$ cat src/rtl/mc_main_ctrl.sv
// Multicycle MIPS main control FSM: sequences fetch/decode/execute/memory/writeback
// and drives datapath enables plus the 3-bit Aluop consumed by ALU control.
module mc_main_ctrl #(
  parameter logic [5:0] OP_R    = 6'b000000,
  parameter logic [5:0] OP_LW   = 6'b100011,
  parameter logic [5:0] OP_SW   = 6'b101011,
  parameter logic [5:0] OP_BEQ  = 6'b000100,
  parameter logic [5:0] OP_J    = 6'b000010,
  parameter logic [5:0] OP_ADDI = 6'b001000,
  parameter logic [5:0] OP_ANDI = 6'b001100,
  parameter logic [5:0] F_JR    = 6'b001000
) (
  input  logic       clk,
  input  logic       rst,
  input  logic [5:0] Op,
  input  logic [5:0] Func,
  input  logic       Mem_Rdy,
  output logic       PCWrite,
  output logic       PCWriteCond,
  output logic       IorD,
  output logic       MemRead,
  output logic       MemWrite,
  output logic       IRWrite,
  output logic       MemtoReg,
  output logic       RegDst,
  output logic       RegWrite,
  output logic       ALUSrcA,
  output logic [1:0] ALUSrcB,
  output logic [1:0] PCSource,
  output logic [2:0] Aluop,
  output logic       Illegal,
  output logic [3:0] State
);

  typedef enum logic [3:0] {
    S_RST    = 4'd0,
    S_FETCH  = 4'd1,
    S_DECODE = 4'd2,
    S_MEMADR = 4'd3,
    S_MEMRD  = 4'd4,
    S_MEMWB  = 4'd5,
    S_MEMWR  = 4'd6,
    S_EXEC   = 4'd7,
    S_ALUWB  = 4'd8,
    S_BRANCH = 4'd9,
    S_IMMEX  = 4'd10,
    S_IMMWB  = 4'd11,
    S_JUMP   = 4'd12,
    S_JR     = 4'd13
  } state_t;

  state_t state, state_nxt;

  always_ff @(posedge clk or posedge rst) begin
    if (rst) state <= S_RST;
    else     state <= state_nxt;
  end

  assign State = state;

  always_comb begin
    state_nxt   = S_FETCH;
    PCWrite     = 1'b0;
    PCWriteCond = 1'b0;
    IorD        = 1'b0;
    MemRead     = 1'b0;
    MemWrite    = 1'b0;
    IRWrite     = 1'b0;
    MemtoReg    = 1'b0;
    RegDst      = 1'b0;
    RegWrite    = 1'b0;
    ALUSrcA     = 1'b0;
    ALUSrcB     = 2'b00;
    PCSource    = 2'b00;
    Aluop       = 3'b000;
    Illegal     = 1'b0;

    case (state)
      S_RST: state_nxt = S_FETCH;

      S_FETCH: begin
        MemRead   = 1'b1;
        ALUSrcB   = 2'b01;
        Aluop     = 3'b010;
        IRWrite   = Mem_Rdy;
        PCWrite   = Mem_Rdy;
        state_nxt = Mem_Rdy ? S_DECODE : S_FETCH;
      end

      S_DECODE: begin
        ALUSrcB = 2'b11;
        Aluop   = 3'b010;
        if (Op == OP_LW || Op == OP_SW) begin
          state_nxt = S_MEMADR;
        end else if (Op == OP_R) begin
          // Unsupported R-type functions are flagged here, not downstream in ALU control.
          case (Func)
            6'b100000, 6'b100010, 6'b100100, 6'b000000, 6'b101010: state_nxt = S_EXEC;
            F_JR:    state_nxt = S_JR;
            default: Illegal   = 1'b1;
          endcase
        end else if (Op == OP_BEQ) begin
          state_nxt = S_BRANCH;
        end else if (Op == OP_J) begin
          state_nxt = S_JUMP;
        end else if (Op == OP_ADDI || Op == OP_ANDI) begin
          state_nxt = S_IMMEX;
        end else begin
          Illegal = 1'b1;
        end
      end

      S_MEMADR: begin
        ALUSrcA   = 1'b1;
        ALUSrcB   = 2'b10;
        Aluop     = (Op == OP_LW) ? 3'b001 : 3'b010;
        state_nxt = (Op == OP_LW) ? S_MEMRD : S_MEMWR;
      end

      S_MEMRD: begin
        MemRead   = 1'b1;
        IorD      = 1'b1;
        state_nxt = Mem_Rdy ? S_MEMWB : S_MEMRD;
      end

      S_MEMWB: begin
        RegWrite = 1'b1;
        MemtoReg = 1'b1;
      end

      S_MEMWR: begin
        MemWrite  = 1'b1;
        IorD      = 1'b1;
        state_nxt = Mem_Rdy ? S_FETCH : S_MEMWR;
      end

      S_EXEC: begin
        ALUSrcA   = 1'b1;
        state_nxt = S_ALUWB;
      end

      S_ALUWB: begin
        RegWrite = 1'b1;
        RegDst   = 1'b1;
      end

      S_BRANCH: begin
        ALUSrcA     = 1'b1;
        Aluop       = 3'b110;
        PCWriteCond = 1'b1;
        PCSource    = 2'b01;
      end

      S_IMMEX: begin
        ALUSrcA   = 1'b1;
        ALUSrcB   = 2'b10;
        Aluop     = (Op == OP_ANDI) ? 3'b011 : 3'b010;
        state_nxt = S_IMMWB;
      end

      S_IMMWB: RegWrite = 1'b1;

      S_JUMP: begin
        PCWrite  = 1'b1;
        PCSource = 2'b10;
      end

      S_JR: begin
        PCWrite  = 1'b1;
        PCSource = 2'b11;
      end

      default: state_nxt = S_FETCH;
    endcase
  end

endmodule
$ cat config.mk
export PLATFORM = sky130hd
export DESIGN_NAME = mc_main_ctrl
export DESIGN_NICKNAME = d
export VERILOG_FILES = /design/src/rtl/mc_main_ctrl.sv
export SDC_FILE = /design/constraint.sdc
export NUM_CORES = 1
export LEC_CHECK = 0
export BUFFER_PORTS_ARGS = -buffer_cell sky130_fd_sc_hd__buf_2
export CAP_MARGIN = 0
export CORE_UTILIZATION = 37
export CTS_CLUSTER_DIAMETER = 100
export DETAILED_ROUTE_END_ITERATION = 12
export MAX_ROUTING_LAYER = met4
export PLACE_DENSITY_LB_ADDON = 0.05
export RECOVER_POWER = 50
export SLEW_MARGIN = 20
export SYNTH_ARGS = -nofsm -noshare
export SYNTH_HDL_FRONTEND = slang
export SYNTH_SLANG_ARGS = --single-unit
$ cat constraint.sdc
create_clock -name clk -period 1.09 [get_ports clk]
set_input_delay 0.0545 -clock clk [delete_from_list [all_inputs] [get_ports clk]]
set_output_delay 0.0545 -clock clk [all_outputs]
set_load 0.1 [all_outputs]
==> results of run 1 <==
## cells in the mapped netlist
cell type   n
nor2_1     14
a21oi_1    10
nand2_1     7
nor3_1      5
dfrtp_1     4
inv_1       3
nand2b_1    3
a31o_1      2
clkbuf_1    2
inv_2       2
nand3_1     2
nand3b_1    2
nor2b_1     2
o22ai_1     2
o32ai_1     2
or2_1       2
a2111oi_1   1
a211o_1     1
a211oi_1    1
a211oi_2    1
a41o_1      1
and2_1      1
and3_1      1
and3b_1     1
buf_1       1
buf_2       1
buf_6       1
nand4_1     1
nor3_2      1
nor4b_2     1
nor4bb_1    1
o2111a_1    1
o21ai_1     1
o31a_2      1
o31ai_4     1
or4_4       1
xnor2_1     1
## metrics by stage
stage	setup TNS (ns)	worst slack [ns]	instances	hold slack (ns)
global placement	-3.84	-0.287	165	-0.0544
floorplan	-15.66	-1.24	85	-0.179
## cell families after synthesis
family / synth area share, %
xor gates and xnor gates: 1.47
AOI/OAI and AO/OA: 32.6
DFF: 16.8
buffers and inverters: 7.77
and+or+nand+nor: 41.4
==> out/qor.yml, run 1 <==
status: "aborted with a tool error"
dieHeight_um: 42.1
syn_area_per_cell_um2: 7.01
haltStage: "detailed placement (3_5_place_dp)"
io-pin-count: 37
port_buffers: 36
gp_congestion: 0.928
ys_seq_elements: 4
synthesis.instances: 85
yosysTopAreaCell: "dfrtp_1"
die_w_um: 42.1
syn_area_um2: 596
synth_area_leaders: "dfrtp_1 (17%), nor2_1 (8.8%), a21oi_1 (8.4%)"
syn-num-nets: 100
initial_core_util_pct: 39.5
firstError: "[ERROR DPL-0038] Utilization greater than 100%, impossible to legalize"
ys_seq_area_share_pct: 16.8
synth_top_area_share_pct: 16.8
ys_warn_count: 0
ys_types: 37
row_count: 14
==> inputs of run 2 (changes only) <==
- CORE_AREA: not set -> 2 2 63 65
- CORE_UTILIZATION: 37 -> not set
- CTS_CLUSTER_DIAMETER: 100 -> not set
- DIE_AREA: not set -> 0 0 65 67
- MAX_ROUTING_LAYER: met4 -> not set
- PLACE_DENSITY_LB_ADDON: 0.05 -> 0.15
- clock period: 1.09 -> 1.4 ns (I/O delays scaled with it)
==> run 2 against run 1 <==
The flow now finishes, with violations (setup timing). Synthesized cell count did not move. Synthesized area did not move.
==> out/qor.yml, run 2 <==
hp-class: "in2reg"
fmax_ghz: 0.631
final_cell_mix: "buf_12 (23), buf_4 (19), buf_6 (16), buf_2 (15), nor2_4 (9)"
r2r_start: "State[1]"
fin_ws_ns: -0.186
num_vias: 950
ys_types: 37
syn-num-nets: 100
initial_core_util_pct: 16.5
finalHoldViolCount: 0
path_clk_slew_ns: 0.03
antenna_cells: 0
crit_type: "reg2out"
dieHeight_um: 67
cp_max_fo: 6
period_minus_slack_ns: 1.59
reg2reg_slack_ns: 0.04
hold_depth: 3
violations: "setup timing"
cp_slowest_cell: "dfrtp_4"
grt_pass1_wl_mm: 4.08
synth_area_leaders: "dfrtp_1 (17%), nor2_1 (8.8%), a21oi_1 (8.4%)"
syn_area_um2: 596
largest_register_ffs: 4
cts_max_level: 1
area_delta_synth_final_pct: 215
row_count: 22
min_from: "Mem_Rdy"
status: "complete, but fails checks"
io-pin-count: 37
cts_buffers: 3
wl_per_cell_um: 12.4
yosys-top-cells-count: "nor2_1 (14), a21oi_1 (10), nand2_1 (7)"
clk_latency_ns: 0.22
drive_gt1_share_pct: 75.6
min_to: "State[1]"
syn_area_per_cell_um2: 7.01
slew_headroom_pct: 67.9
final_nets: 177
ys.flop_type: "dfrtp_1"
grt_max_degree: 8
cp.arrival_ns: 1.52
drv_cap: 0
ys_seq_area_share_pct: 16.8
cts.sink_count: 4
drc: 0
r2r_end: "State[1]"
port_buffers: 36
dp_slack_ns: -0.00360
grt_overflow_total: 0
tightest_slew_ns: 0.485
grt_antenna_before_repair: 0
cp.required_ns: 1.33
firstDrtPassIters: 4
timing.final.crit_share_pct: 113
worstRegToRegCells: 4
synth_top_area_share_pct: 16.8
layout_commonest_cell: "buf_12"
yosysMostFrequentCell: "nor2_1"
synthesis.instances: 85
die_w_um: 65
ys_warn_count: 0
cp_slowest_stage_delay_ns: 0.52
fill_cells: 313
grt_pass1_vias: 953
setup_violations: 17
synth_edf_count: 0
clock-skew-final_ns: 0.00546
root_buffer: "clkbuf_8"
start_kind: "flip-flop"
wl_mm: 2.57
postSynth.asyncResetShare_pct: 100
clockBufferDepth: 2
grt_use_total_pct: 11.9
ant_nets: 0
yosysTopAreaCell: "dfrtp_1"
rsz0062_at_grt: "true"
core_area_um2: 3610
tritoncts: "yes"
hpwl_mm: 1.95
dieArea_um2: 4360
cp_cell_sequence: "nor2_4 -> inv_4 -> a2111oi_4 -> buf_12"
slew_viol_final: 0
first_iter_violations: 18
gp_congestion: 0.760
ys_seq_elements: 4
cp-end-kind: "output pin"
viasPerCell: 4.57
run 2: cell counts after synthesis:
Identical to the previous run, type by type.
run 2: how the worst max path moves through the flow:
stage                         from        to  cells past startpoint
final                     State[2]   Illegal                      4
after global routing      State[3]   Illegal                      4
after CTS                 State[0]   Illegal                      4
after detailed placement  State[1]  RegWrite                      4
after global placement       Op[2]   Illegal                      6
after floorplan           State[2]   PCWrite                      5
run 2: kinds of logic after synthesis:
family | Yosys count | share of synthesized area, %
AND/OR/NAND/NOR | 45 | 41.4
XOR/XNOR | 1 | 1.47
AO/OA/AOI/OAI | 25 | 32.6
flip-flops | 4 | 16.8
buffers and inverters | 10 | 7.77
run 2: worst max-delay path, delay by kind of cell (launching register included):
family	cells	cell delay, ns
AND/OR/NAND/NOR	1	0.13
flip-flops	1	0.52
AO/OA/AOI/OAI	1	0.34
buffers and inverters	2	0.30
run 2: what timing repair did:
action / CTS / global route
resized for setup: 30 / 20
hold buffers: 1 / 0
setup endpoints to repair: 17 / 18
pin swaps: 12 / 16
hold endpoints to repair: 4 / 0
buffers inserted: 9 / 7
run 2: layer usage:
| layer | vias up | global-route usage (%) | routed length (µm) |
|---|---|---|---|
| li1 | 469 | - | - |
| met1 | 448 | 12.9 | 971 |
| met2 | 31 | 23.3 | 1450 |
| met5 | - | 0 | 0 |
| met3 | 2 | 1.69 | 134 |
| met4 | 0 | 3.99 | 21 |
run 2: area by class of cell:
type / count / area (µm²) / share of cell area [%]
inverter: 5 / 37.5 / 2.00
timing repair buffer: 77 / 883 / 47.0
clock buffer: 3 / 41.3 / 2.20
tap: 48 / 60.1 / 3.20
multi-input combinational: 71 / 741 / 39.4
sequential: 4 / 115 / 6.13
run 2: stage by stage:
| step | cell area, µm² | setup TNS (ns) | std cells | utilization [%] | hold slack, ns |
|---|---|---|---|---|---|
| 2_1_floorplan | 795 | -9.21 | 85 | - | -0.164 |
| 6_report | 1880 | -1.55 | 208 | 52.1 | 0.275 |
| 5_1_grt | 1880 | -2.24 | 208 | 52.1 | 0.298 |
| 4_1_cts | 1710 | -1.57 | 201 | 47.5 | 0.269 |
| 3_5_place_dp | 1460 | -0.00616 | 188 | 40.5 | -0.0415 |
| 3_3_place_gp | 1460 | -0.00358 | 188 | 40.5 | -0.0463 |
Power of run 2 is not shown: default switching activity piles up to over one toggle a cycle in this logic, so the estimate is an artifact.
==> inputs of run 3 (changes only) <==
- CELL_PAD_IN_SITES_DETAIL_PLACEMENT: not set -> 0
- CELL_PAD_IN_SITES_GLOBAL_PLACEMENT: not set -> 1
- PLACE_DENSITY: not set -> 0.62
- PLACE_DENSITY_LB_ADDON: 0.15 -> not set
==> run 3 against run 2 <==
The run still ends with setup timing left. Count of clock-buffer cells in the layout did not move. Cell area shrank 6.2%. Register-to-register slack lost 0.05 ns. Worst hold slack hardly changed. Maximum frequency increased by 0.43%. Global-route usage rose by 0.63 points. Critical path depth stayed put. Via count down 5.1%. Highest routed layer unchanged.
==> out/qor.yml, run 3 (synthesis results as in run 2) <==
drv_cap: 0
cp_slowest_cell: "dfrtp_4"
cts.sink_count: 4
timing.final.crit_share_pct: 113
drc: 0
cp.required_ns: 1.33
clk_latency_ns: 0.22
start_kind: "flip-flop"
largest_register_ffs: 4
die_w_um: 65
hold_depth: 3
grt_overflow_total: 0
path_clk_slew_ns: 0.03
antenna_cells: 0
fmax_ghz: 0.633
met1_usage_pct: 13.6
core_area_um2: 3610
clock-skew-final_ns: 0.00127
cp-end-kind: "output pin"
wl_per_cell_um: 13.0
finalHoldViolCount: 0
worstRegToRegCells: 5
first_iter_violations: 7
grt_max_degree: 14
tns_ns: -1.86
r2r_start: "State[3]"
cp_max_fo: 5
dieArea_um2: 4360
grt_pass1_wl_mm: 4.17
drive_gt1_share_pct: 74.7
status: "complete, but fails checks"
wl_mm: 2.63
reg2reg_slack_ns: -0.01
violations: "setup timing"
io-pin-count: 37
slew_viol_final: 0
area_delta_synth_final_pct: 196
clockBufferDepth: 2
grtUsageMet2_pct: 23.8
firstDrtPassIters: 4
initial_core_util_pct: 16.5
dieHeight_um: 67
grt_pass1_vias: 907
r2r_end: "State[3]"
gp_congestion: 0.879
cts_max_level: 1
cp_cell_sequence: "nor2_4 -> inv_4 -> a2111oi_4 -> buf_12"
grt_antenna_before_repair: 0
rsz0062_at_grt: "true"
setup_violations: 18
tritoncts: "yes"
min_from: "Mem_Rdy"
hp-class: "in2reg"
num_vias: 902
row_count: 22
root_buffer: "clkbuf_8"
ant_nets: 0
layout_commonest_cell: "buf_12"
hpwl_mm: 2.14
cp_slowest_stage_delay_ns: 0.50
cts_buffers: 3
slew_headroom_pct: 76.7
final_cell_mix: "buf_12 (23), buf_4 (21), buf_2 (14), buf_6 (11)"
final_nets: 171
crit_type: "reg2out"
grt_use_total_pct: 12.5
top_usage_layer: "met2"
min_to: "State[1]"
period_minus_slack_ns: 1.58
viasPerCell: 4.47
port_buffers: 36
fin_ws_ns: -0.179
use_met3_pct: 3.38
cp.arrival_ns: 1.51
tightest_slew_ns: 0.350
run 3: changes by cell type in the layout (fill, tap and decap cells not counted), moves of 2 or more:
cell	delta
buf_4	+2
nand2_8	-2
buf_6	-5
a21oi_2	+2
nor2_4	-2
run 3: critical path, delay by kind of cell (launching register included):
kind | cells | cell delay [ns]
buf+inv | 2 | 0.29
compound gates | 1 | 0.34
simple gates | 1 | 0.14
flops | 1 | 0.50
run 3: stage by stage:
| step | utilization (%) | hold slack, ns | worst slack, ns | std cells | area, µm² |
|---|---|---|---|---|---|
| after floorplan | - | -0.164 | -0.948 | 85 | 795 |
| after global placement | 41.5 | -0.0361 | -0.00336 | 187 | 1500 |
| after detailed placement | 41.5 | -0.0404 | -0.0198 | 187 | 1500 |
| after CTS | 45.3 | 0.274 | -0.194 | 193 | 1630 |
| after global routing | 48.9 | 0.316 | -0.225 | 202 | 1760 |
| final | 48.9 | 0.275 | -0.179 | 202 | 1760 |
run 3: timing repair:
| item | in CTS | in global routing |
|---|---|---|
| buffers inserted | 2 | 9 |
| setup endpoints to repair | 17 | 18 |
| pin swaps | 4 | 6 |
| gates resized for setup | 17 | 15 |
| hold endpoints to repair | 4 | 0 |
| hold buffers | 1 | 0 |
run 3: area by class of cell:
class                   count  area (µm²)
repair buffers             71         837
flip-flops and latches      4         115
multi-input cells          71         678
inverters                   5        30.0
clock buffers               3        41.3
fillers                   325        1840
well taps                  48        60.1
run 3: worst max path at each step:
stage | start | end | depth (start not counted)
final | State[3] | Illegal | 4
after global routing | State[3] | Illegal | 4
after CTS | State[3] | Illegal | 4
after detailed placement | State[1] | RegWrite | 4
after global placement | Op[2] | Illegal | 6
after floorplan | State[2] | PCWrite | 5
run 3: routing by layer:
layer / wire, µm / share of wire (%)
met5: 0 / 0
met4: 61 / 2.3
met3: 122 / 4.6
met2: 1390 / 53
met1: 1060 / 40
Power of run 3 is left out for the same reason.
==> inputs of run 4 (changes only) <==
- CORE_AREA: 2 2 63 65 -> 3 3 64 66
- CTS_BUF_LIST: not set -> sky130_fd_sc_hd__clkbuf_16
- DIE_AREA: 0 0 65 67 -> 0 0 67 69
==> run 4 against run 3 <==
The flow still finishes with violations (setup timing). Register-to-register slack hardly changed. Maximum frequency shrank 2.3%. Count of clock-buffer cells in the layout unchanged. Non-clock buffer count grew 7. Routed wire length increased by 8.9%. Worst hold slack improved by 0.0018 ns. Clock skew about the same. Critical path type unchanged. Sequential cell count is the same.
==> out/qor.yml, run 4 (synthesis results as in run 2) <==
status: "complete, but fails checks"
violations: "setup timing"
cp_max_fo: 3
fin_ws_ns: -0.216
grt_use_total_pct: 12.7
wl_per_cell_um: 13.7
first_iter_violations: 30
fin_util_pct: 51.7
hp-class: "in2async"
dieArea_um2: 4620
setup_violations: 17
grt_pass1_wl_mm: 4.66
largest_register_ffs: 4
dp_slack_ns: -0.0133
drv_cap: 0
initial_core_util_pct: 16.4
row_count: 22
path_clk_slew_ns: 0.03
drive_gt1_share_pct: 77.6
cp.required_ns: 1.33
cp-end-kind: "output pin"
cts_max_level: 1
clock-skew-final_ns: 0.000920
viasPerCell: 4.54
r2r_start: "State[1]"
num_vias: 948
cp.arrival_ns: 1.55
io-pin-count: 37
cts.sink_count: 4
cp_num_buf_inv: 2
fmax_ghz: 0.619
tightest_slew_ns: 0.483
finalHoldViolCount: 0
layout_commonest_cell: "buf_4"
final_cell_mix: "buf_4 (25), buf_12 (22), buf_2 (15), buf_6 (14)"
die_w_um: 67
path_delay_family: "flip-flops"
tritoncts: "yes"
grt_pass1_vias: 1022
cp_cell_sequence: "nand2b_4 -> buf_6 -> a2111oi_4 -> buf_12"
core_area_um2: 3630
clk_latency_ns: 0.22
period_minus_slack_ns: 1.62
firstDrtPassIters: 3
hpwl_mm: 2.14
gp_congestion: 0.848
antenna_cells: 0
wl_mm: 2.87
port_buffers: 36
root_buffer: "clkbuf_16"
cp_slowest_stage_delay_ns: 0.47
slew_headroom_pct: 68.0
critPathLaunch: "State[0]"
dieHeight_um: 69
slew_viol_final: 0
grt_antenna_before_repair: 0
clockBufferDepth: 2
rsz0062_at_grt: "true"
start_kind: "flip-flop"
timing.final.crit_share_pct: 115
drc: 0
final_nets: 178
grt_max_degree: 13
cts_buffers: 3
ant_nets: 0
area_delta_synth_final_pct: 216
crit_type: "reg2out"
grt_overflow_total: 0
cp_slowest_cell: "dfrtp_4"
==> run 4: cell count changes in the layout (fill, tap and decap cells not counted), sizes merged <==
cell	delta
clkbuf	+1
buf	+6
==> run 4: final cells by class <==
cell class	count	area, µm²
fillers	317	1750
repair buffers	78	876
multi-input cells	71	721
clock buffers	3	75.1
flip-flops and latches	4	115
inverters	5	32.5
well taps	48	60.1
==> run 4: worst register-to-register path, stage by stage (launching register included) <==
cell and delay [ns]:
dfrtp_4 0.50, buf_6 0.14, buf_4 0.13, o2111a_1 0.24, a211o_1 0.27
==> run 4: path summary, 6_finish.rpt <==
path | to | slack (ns) | depth (start not counted)
max in group asynchronous | State[1] | 0.96 | 3
min in group clk | State[1] | 0.30 | 3
setup reg to reg | State[1] | 0 | 4
hold reg to reg | State[0] | 0.83 | 3
hold / removal | State[2] | 0.28 | 3
setup / recovery | Illegal | -0.22 | 4
==> run 4: stage by stage <==
stage	instance area (µm²)	TNS, ns	instances	hold WS, ns
3_3_place_gp	1480	-0.0411	189	-0.0462
6_report	1880	-1.74	209	0.277
3_5_place_dp	1480	-0.0209	189	-0.0435
5_1_grt	1880	-2.54	209	0.310
4_1_cts	1790	-1.79	205	0.277
2_1_floorplan	795	-9.21	85	-0.164
==> run 4: what timing repair did <==
action / in CTS / in global routing
setup buffers: 12 / 4
gates resized for setup: 27 / 15
setup endpoints to repair: 17 / 19
hold endpoints to repair: 4 / 0
hold buffers: 1 / 0
pin swaps: 13 / 4
==> run 4: per-layer routing <==
layer,GRT usage [%],part of all wire (%)
met1,14.4,38
met2,22.7,56
met3,2.77,4.8
met4,4.50,1.8
met5,0,0
Power of run 4 is left out for the same reason.
